### src/rtl/riscv_imm_pkg.sv
// Shared definitions for the RISC-V immediate generator: opcodes, format codes and the
// XLEN legality check.
package riscv_imm_pkg;

    localparam logic [6:0] OP_LOAD   = 7'b0000011;
    localparam logic [6:0] OP_IMM    = 7'b0010011;
    localparam logic [6:0] OP_IMM32  = 7'b0011011;
    localparam logic [6:0] OP_JALR   = 7'b1100111;
    localparam logic [6:0] OP_STORE  = 7'b0100011;
    localparam logic [6:0] OP_BRANCH = 7'b1100011;
    localparam logic [6:0] OP_LUI    = 7'b0110111;
    localparam logic [6:0] OP_AUIPC  = 7'b0010111;
    localparam logic [6:0] OP_JAL    = 7'b1101111;
    localparam logic [6:0] OP_SYSTEM = 7'b1110011;

    typedef enum logic [2:0] {
        FmtNone = 3'd0,
        FmtI    = 3'd1,
        FmtS    = 3'd2,
        FmtB    = 3'd3,
        FmtU    = 3'd4,
        FmtJ    = 3'd5,
        FmtZ    = 3'd6
    } imm_fmt_e;

    function automatic bit xlen_legal(int unsigned xlen);
        return (xlen == 32) || (xlen == 64);
    endfunction

endpackage

### src/rtl/imm_gen_pipe_if.sv
// Instruction-in / immediate-out channel pair of the immediate generator stage.
interface imm_gen_pipe_if
    import riscv_imm_pkg::*;
#(
    parameter int unsigned XLEN  = 64,
    parameter int unsigned TAG_W = 64
);
    logic             in_valid;
    logic             in_ready;
    logic [31:0]      in_instr;
    logic [TAG_W-1:0] in_tag;
    logic             out_valid;
    logic             out_ready;
    logic [XLEN-1:0]  out_imm;
    imm_fmt_e         out_fmt;
    logic             out_legal;
    logic [TAG_W-1:0] out_tag;

    modport master (
        output in_valid, in_instr, in_tag, out_ready,
        input  in_ready, out_valid, out_imm, out_fmt, out_legal, out_tag
    );

    modport slave (
        input  in_valid, in_instr, in_tag, out_ready,
        output in_ready, out_valid, out_imm, out_fmt, out_legal, out_tag
    );
endinterface

### src/rtl/imm_extract.sv
// Combinational immediate decode: instruction word -> extended immediate, format, legality.
module imm_extract
    import riscv_imm_pkg::*;
#(
    parameter int unsigned XLEN = 64
) (
    input  logic [31:0]     instr,
    output logic [XLEN-1:0] imm,
    output imm_fmt_e        fmt,
    output logic            legal
);
    logic [31:0] val;
    logic        unused_funct3;

    assign unused_funct3 = ^instr[13:12];

    // Every format is first built as a 32-bit value; Z has bit 31 clear, so a single
    // sign extension to XLEN covers both sext and zext cases.
    always_comb begin
        val   = '0;
        fmt   = FmtNone;
        legal = 1'b1;
        case (instr[6:0])
            OP_LOAD, OP_IMM, OP_JALR: begin
                fmt = FmtI;
                val = {{20{instr[31]}}, instr[31:20]};
            end
            OP_IMM32: begin
                if (XLEN == 64) begin
                    fmt = FmtI;
                    val = {{20{instr[31]}}, instr[31:20]};
                end else begin
                    legal = 1'b0;
                end
            end
            OP_STORE: begin
                fmt = FmtS;
                val = {{20{instr[31]}}, instr[31:25], instr[11:7]};
            end
            OP_BRANCH: begin
                fmt = FmtB;
                val = {{19{instr[31]}}, instr[31], instr[7], instr[30:25], instr[11:8], 1'b0};
            end
            OP_LUI, OP_AUIPC: begin
                fmt = FmtU;
                val = {instr[31:12], 12'b0};
            end
            OP_JAL: begin
                fmt = FmtJ;
                val = {{11{instr[31]}}, instr[31], instr[19:12], instr[20], instr[30:21], 1'b0};
            end
            OP_SYSTEM: begin
                if (instr[14]) begin
                    fmt = FmtZ;
                    val = {27'b0, instr[19:15]};
                end
            end
            default: legal = 1'b0;
        endcase
    end

    assign imm = XLEN'($signed(val));

endmodule

### src/rtl/imm_gen_pipe.sv
// Registered immediate generator stage with a one-entry skid buffer for full throughput
// under backpressure while keeping in_ready a flop output.
module imm_gen_pipe
    import riscv_imm_pkg::*;
#(
    parameter int unsigned XLEN  = 64,
    parameter int unsigned TAG_W = 64
) (
    input logic           clk,
    input logic           rst_n,
    imm_gen_pipe_if.slave bus
);
    if (!xlen_legal(XLEN)) begin : gen_xlen_check
        $error("imm_gen_pipe: XLEN must be 32 or 64");
    end

    typedef struct packed {
        logic [XLEN-1:0]  imm;
        imm_fmt_e         fmt;
        logic             legal;
        logic [TAG_W-1:0] tag;
    } result_t;

    result_t         in_res;
    result_t         out_q;
    result_t         skid_q;
    logic            out_valid_q;
    logic            skid_valid_q;
    logic [XLEN-1:0] dec_imm;
    imm_fmt_e        dec_fmt;
    logic            dec_legal;
    logic            in_fire;
    logic            out_free;

    imm_extract #(
        .XLEN(XLEN)
    ) u_extract (
        .instr(bus.in_instr),
        .imm  (dec_imm),
        .fmt  (dec_fmt),
        .legal(dec_legal)
    );

    always_comb begin
        in_res.imm   = dec_imm;
        in_res.fmt   = dec_fmt;
        in_res.legal = dec_legal;
        in_res.tag   = bus.in_tag;
    end

    assign in_fire  = bus.in_valid && !skid_valid_q;
    assign out_free = !out_valid_q || bus.out_ready;

    // The skid only fills while the output is stalled, and in_ready is low while it is full,
    // so it never needs to accept and drain in the same cycle.
    always_ff @(posedge clk or negedge rst_n) begin
        if (!rst_n) begin
            out_q        <= '0;
            skid_q       <= '0;
            out_valid_q  <= 1'b0;
            skid_valid_q <= 1'b0;
        end else if (out_free) begin
            if (skid_valid_q) begin
                out_q        <= skid_q;
                out_valid_q  <= 1'b1;
                skid_valid_q <= 1'b0;
            end else if (in_fire) begin
                out_q       <= in_res;
                out_valid_q <= 1'b1;
            end else begin
                out_valid_q <= 1'b0;
            end
        end else if (in_fire) begin
            skid_q       <= in_res;
            skid_valid_q <= 1'b1;
        end
    end

    assign bus.in_ready  = !skid_valid_q;
    assign bus.out_valid = out_valid_q;
    assign bus.out_imm   = out_q.imm;
    assign bus.out_fmt   = out_q.fmt;
    assign bus.out_legal = out_q.legal;
    assign bus.out_tag   = out_q.tag;

endmodule

### src/flat_wrapper.sv
// flat-port wrapper written by rule: the top's interface ports become plain ports
module imm_gen_pipe_flat import riscv_imm_pkg::*;
#(
    parameter int unsigned XLEN  = 64,
    parameter int unsigned TAG_W = 64
)
  (clk, rst_n, bus_in_valid, bus_in_instr, bus_in_tag, bus_out_ready, bus_in_ready, bus_out_valid, bus_out_imm, bus_out_fmt, bus_out_legal, bus_out_tag);
  imm_gen_pipe_if #(.XLEN(XLEN), .TAG_W(TAG_W)) bus_i ();
  input logic clk;
  input logic rst_n;
  input wire logic [$bits(bus_i.in_valid)-1:0] bus_in_valid;
  input wire logic [$bits(bus_i.in_instr)-1:0] bus_in_instr;
  input wire logic [$bits(bus_i.in_tag)-1:0] bus_in_tag;
  input wire logic [$bits(bus_i.out_ready)-1:0] bus_out_ready;
  output wire logic [$bits(bus_i.in_ready)-1:0] bus_in_ready;
  output wire logic [$bits(bus_i.out_valid)-1:0] bus_out_valid;
  output wire logic [$bits(bus_i.out_imm)-1:0] bus_out_imm;
  output wire logic [$bits(bus_i.out_fmt)-1:0] bus_out_fmt;
  output wire logic [$bits(bus_i.out_legal)-1:0] bus_out_legal;
  output wire logic [$bits(bus_i.out_tag)-1:0] bus_out_tag;
  assign bus_i.in_valid = bus_in_valid;
  assign bus_i.in_instr = bus_in_instr;
  assign bus_i.in_tag = bus_in_tag;
  assign bus_i.out_ready = bus_out_ready;
  assign bus_in_ready = bus_i.in_ready;
  assign bus_out_valid = bus_i.out_valid;
  assign bus_out_imm = bus_i.out_imm;
  assign bus_out_fmt = bus_i.out_fmt;
  assign bus_out_legal = bus_i.out_legal;
  assign bus_out_tag = bus_i.out_tag;
  imm_gen_pipe #(.XLEN(XLEN), .TAG_W(TAG_W)) u_core (.clk(clk), .rst_n(rst_n), .bus(bus_i));
endmodule
### config.mk
export PLATFORM = sky130hd
export DESIGN_NAME = imm_gen_pipe_flat
export DESIGN_NICKNAME = d
export VERILOG_FILES = /design/src/rtl/riscv_imm_pkg.sv /design/src/rtl/imm_gen_pipe_if.sv /design/src/rtl/imm_extract.sv /design/src/rtl/imm_gen_pipe.sv /design/src/flat_wrapper.sv
export SDC_FILE = /design/constraint.sdc
export NUM_CORES = 1
export LEC_CHECK = 0
export ABC_AREA = 1
export BUFFER_PORTS_ARGS = -buffer_cell sky130_fd_sc_hd__buf_4
export CORE_ASPECT_RATIO = 1.2
export CORE_MARGIN = 4
export CORE_UTILIZATION = 58
export CTS_CLUSTER_DIAMETER = 80
export DETAILED_ROUTE_END_ITERATION = 12
export HOLD_SLACK_MARGIN = 0.02
export PLACE_DENSITY = 0.89
export SLEW_MARGIN = 20
export SYNTH_ARGS = -nofsm -noshare
export SYNTH_HDL_FRONTEND = slang
export SYNTH_SLANG_ARGS = --single-unit
### constraint.sdc
create_clock -name clk -period 3.45 [get_ports clk]
set_input_delay 0.5175 -clock clk [delete_from_list [all_inputs] [get_ports clk]]
set_output_delay 0.5175 -clock clk [all_outputs]
set_load 0.01 [all_outputs]
==> impl_metrics.toml <==
[global_route]
grt_max_degree = 133
grt_pass1_vias = 8362
grt_pass1_wl_um = 41200
grt-ovfl-total = 0
grt.total_usage_pct = 26.6
antenna_found_initial = 0

[setup_path]
reg2reg_to = "u_core.bus.out_imm[7]"
path_delay_family = "buffers and inverters"
crit_top_cell = "buf_4"
max_stage_delay_ns = 0.40
path_class = "flop to primary output"
cp.arrival_ns = 1.81
crit_slowest_cell = "dfrtp_2"
required_ns = 2.93
path_max_fanout = 41
endpoint_kind = "primary output"
reg2reg_slack_ns = 1.37
cp_num_buf_inv = 4
reg2reg_from = "u_core.skid_valid_q"
worstRegToRegCells = 8
cp-start-kind = "flop"
crit_chain = "buf_4 > clkinv_2 > buf_4 > buf_4"

[synthesis]
syn_inst = 1212
synthesis.nets = 1312
avgSynthCellArea_um2 = 7.81
ys_ff_latch = 202
ys.flop_type = "dfrtp_1"
ys_types = 21
ys_async_sr_fraction_pct = 100
synth_area_um2 = 9470
yosysWarningCount = 0
synth-edff-count = 0
synth-seq-area-share_pct = 53.4

[run]
cap_violations = 0

[floorplanning]
die_area_um2 = 18400
die_y_um = 148
ios = 234
num_rows = 50
dieWidth_um = 125
start_util_pct = 59.8
core_area_um2 = 15800

[clock_network]
post-cts-setup-buffer-count = 0
numCtsBuffers = 20
insertion_delay_ns = 0.48
clockBufferDepth = 3
cts.sinks = 202
root_buffer = "clkbuf_16"
cts.htree.levels = 1
clk_pin_slew_ns = 0.06
hold_buffers = 0
cts_resized = 0
cts_tree = "built"

[sta]
finalHoldViolCount = 0
rsz0062_at_grt = "false"
finalSetupViolCount = 0
tightest_slew_ns = 0.982
finalMaxSlewViolations = 0
setup_tns_ns = 0
slew_headroom_pct = 34.5
finalCritPeriodShare_pct = 67.3
fmax_ghz = 0.430
fin_skew_ns = 0.00587
period_minus_slack_ns = 2.32

[min_path]
hold_class = "input pin to asynchronous set/reset pin"

[finish]
drive_gt1_share_pct = 21.5
syn_to_final_growth_pct = 24.3
final_cell_mix = "486 x nand2_1, 238 x buf_4, 201 x dfrtp_1"
layoutNonFillerInstCount = 1596
final_common_cell = "nand2_1"
diodes = 0
nets = 1475

[place]
dp_hpwl_um = 16300
globalplace.congestion = 0.898
port_buffers = 233
placed_cells = 1561

[detailed_routing]
first_iter_violations = 836
ant_nets = 0
viasPerCell = 5.43
wl_per_cell_um = 15.8
vias = 8660
first_pass_iters = 6
wl_um = 25300
drc = 0

[power_and_ir_drop]
pwr_density_cell_nw_per_um2 = 589
p_leak_nw = 6.17
vdd_drop_max_mv = 0.504

[status]
status = "finished clean"
## synthesized netlist by cell type (2+ instances only)
library cell    n  area, µm²
nand4_1         9       56.3
buf_4          35        263
nor2_2          5       31.3
a21oi_1        32        160
inv_1          41        154
inv_2           4       15.0
nand2_1       486       1820
dfrtp_1       202       5050
buf_1           2       7.51
nand2_2         6       37.5
nand3_1        45        225
o21ai_0        16       80.1
nor2_1        167        627
a31oi_1        91        569
buf_2          33        165
clkbuf_1       32        120
nor2_4          2       22.5
## worst max-delay path by stage
stage | start | to | slack [ns] | cells past startpoint
final | u_core.skid_valid_q | bus_in_ready | 1.13 | 4
after floorplan | u_core.bus.out_imm[62] | bus_out_imm[32] | 1.85 | 1
after global placement | bus_in_instr[1] | u_core.bus.out_imm[19] | 1.38 | 9
after global routing | u_core.bus.out_imm[62] | bus_out_imm[32] | 1.02 | 1
after CTS | u_core.skid_valid_q | bus_in_ready | 1.12 | 4
after detailed placement | bus_in_instr[4] | u_core.bus.out_imm[16] | 1.31 | 10
## layout make-up
type	instances	area, µm²
fillers	1156	4060
multi-input cells	862	3680
inverters	45	170
clock buffers	28	612
well taps	208	260
clock inverters	7	85.1
repair buffers	244	1900
flip-flops and latches	202	5060
## registers in the layout, summed over array words and instances (netlist names)
name                  flops
u_core.bus.out_valid      1
u_core.skid_q           100
u_core.bus.out_imm       32
u_core.bus.out_legal      1
u_core.bus.out_fmt        3
u_core.bus.out_tag       64
u_core.skid_valid_q       1
## per-stage QoR
step           instance area (µm²)  power [mW]  utilization [%]  setup WS (ns)  hold slack [ns]
2_1_floorplan                 9470        3.93                -           1.85            0.222
4_1_cts                      11800        6.96             74.3           1.12            0.118
5_1_grt                      11800        7.28             74.3           1.02            0.147
3_5_place_dp                 11100        4.66             69.9           1.31            0.458
6_report                     11800        6.93             74.3           1.13           0.0523
3_3_place_gp                 11100        4.60             69.9           1.38            0.453
## kinds of logic (layout without fill, tap and decap cells)
family / after synthesis / count (layout) / share of synthesized area [%]
buf+inv: 148 / 324 / 7.77
simple gates: 722 / 722 / 30.2
flops: 202 / 202 / 53.4
compound gates: 140 / 140 / 8.61
## metal layers
layer / global-route usage (%) / share of wire [%]
met5: 0 / 0
met2: 44.7 / 49
met4: 10.9 / 3.9
met3: 5.96 / 8.8
met1: 33.7 / 38
## power breakdown
part           total (mW)  internal, mW  switching (mW)
logic                1.53         0.699           0.828
clock network        2.29          1.38           0.909
registers            3.11          2.81           0.292
total                6.93          4.90            2.03
Note: power is estimated with default switching activity, not from simulation.
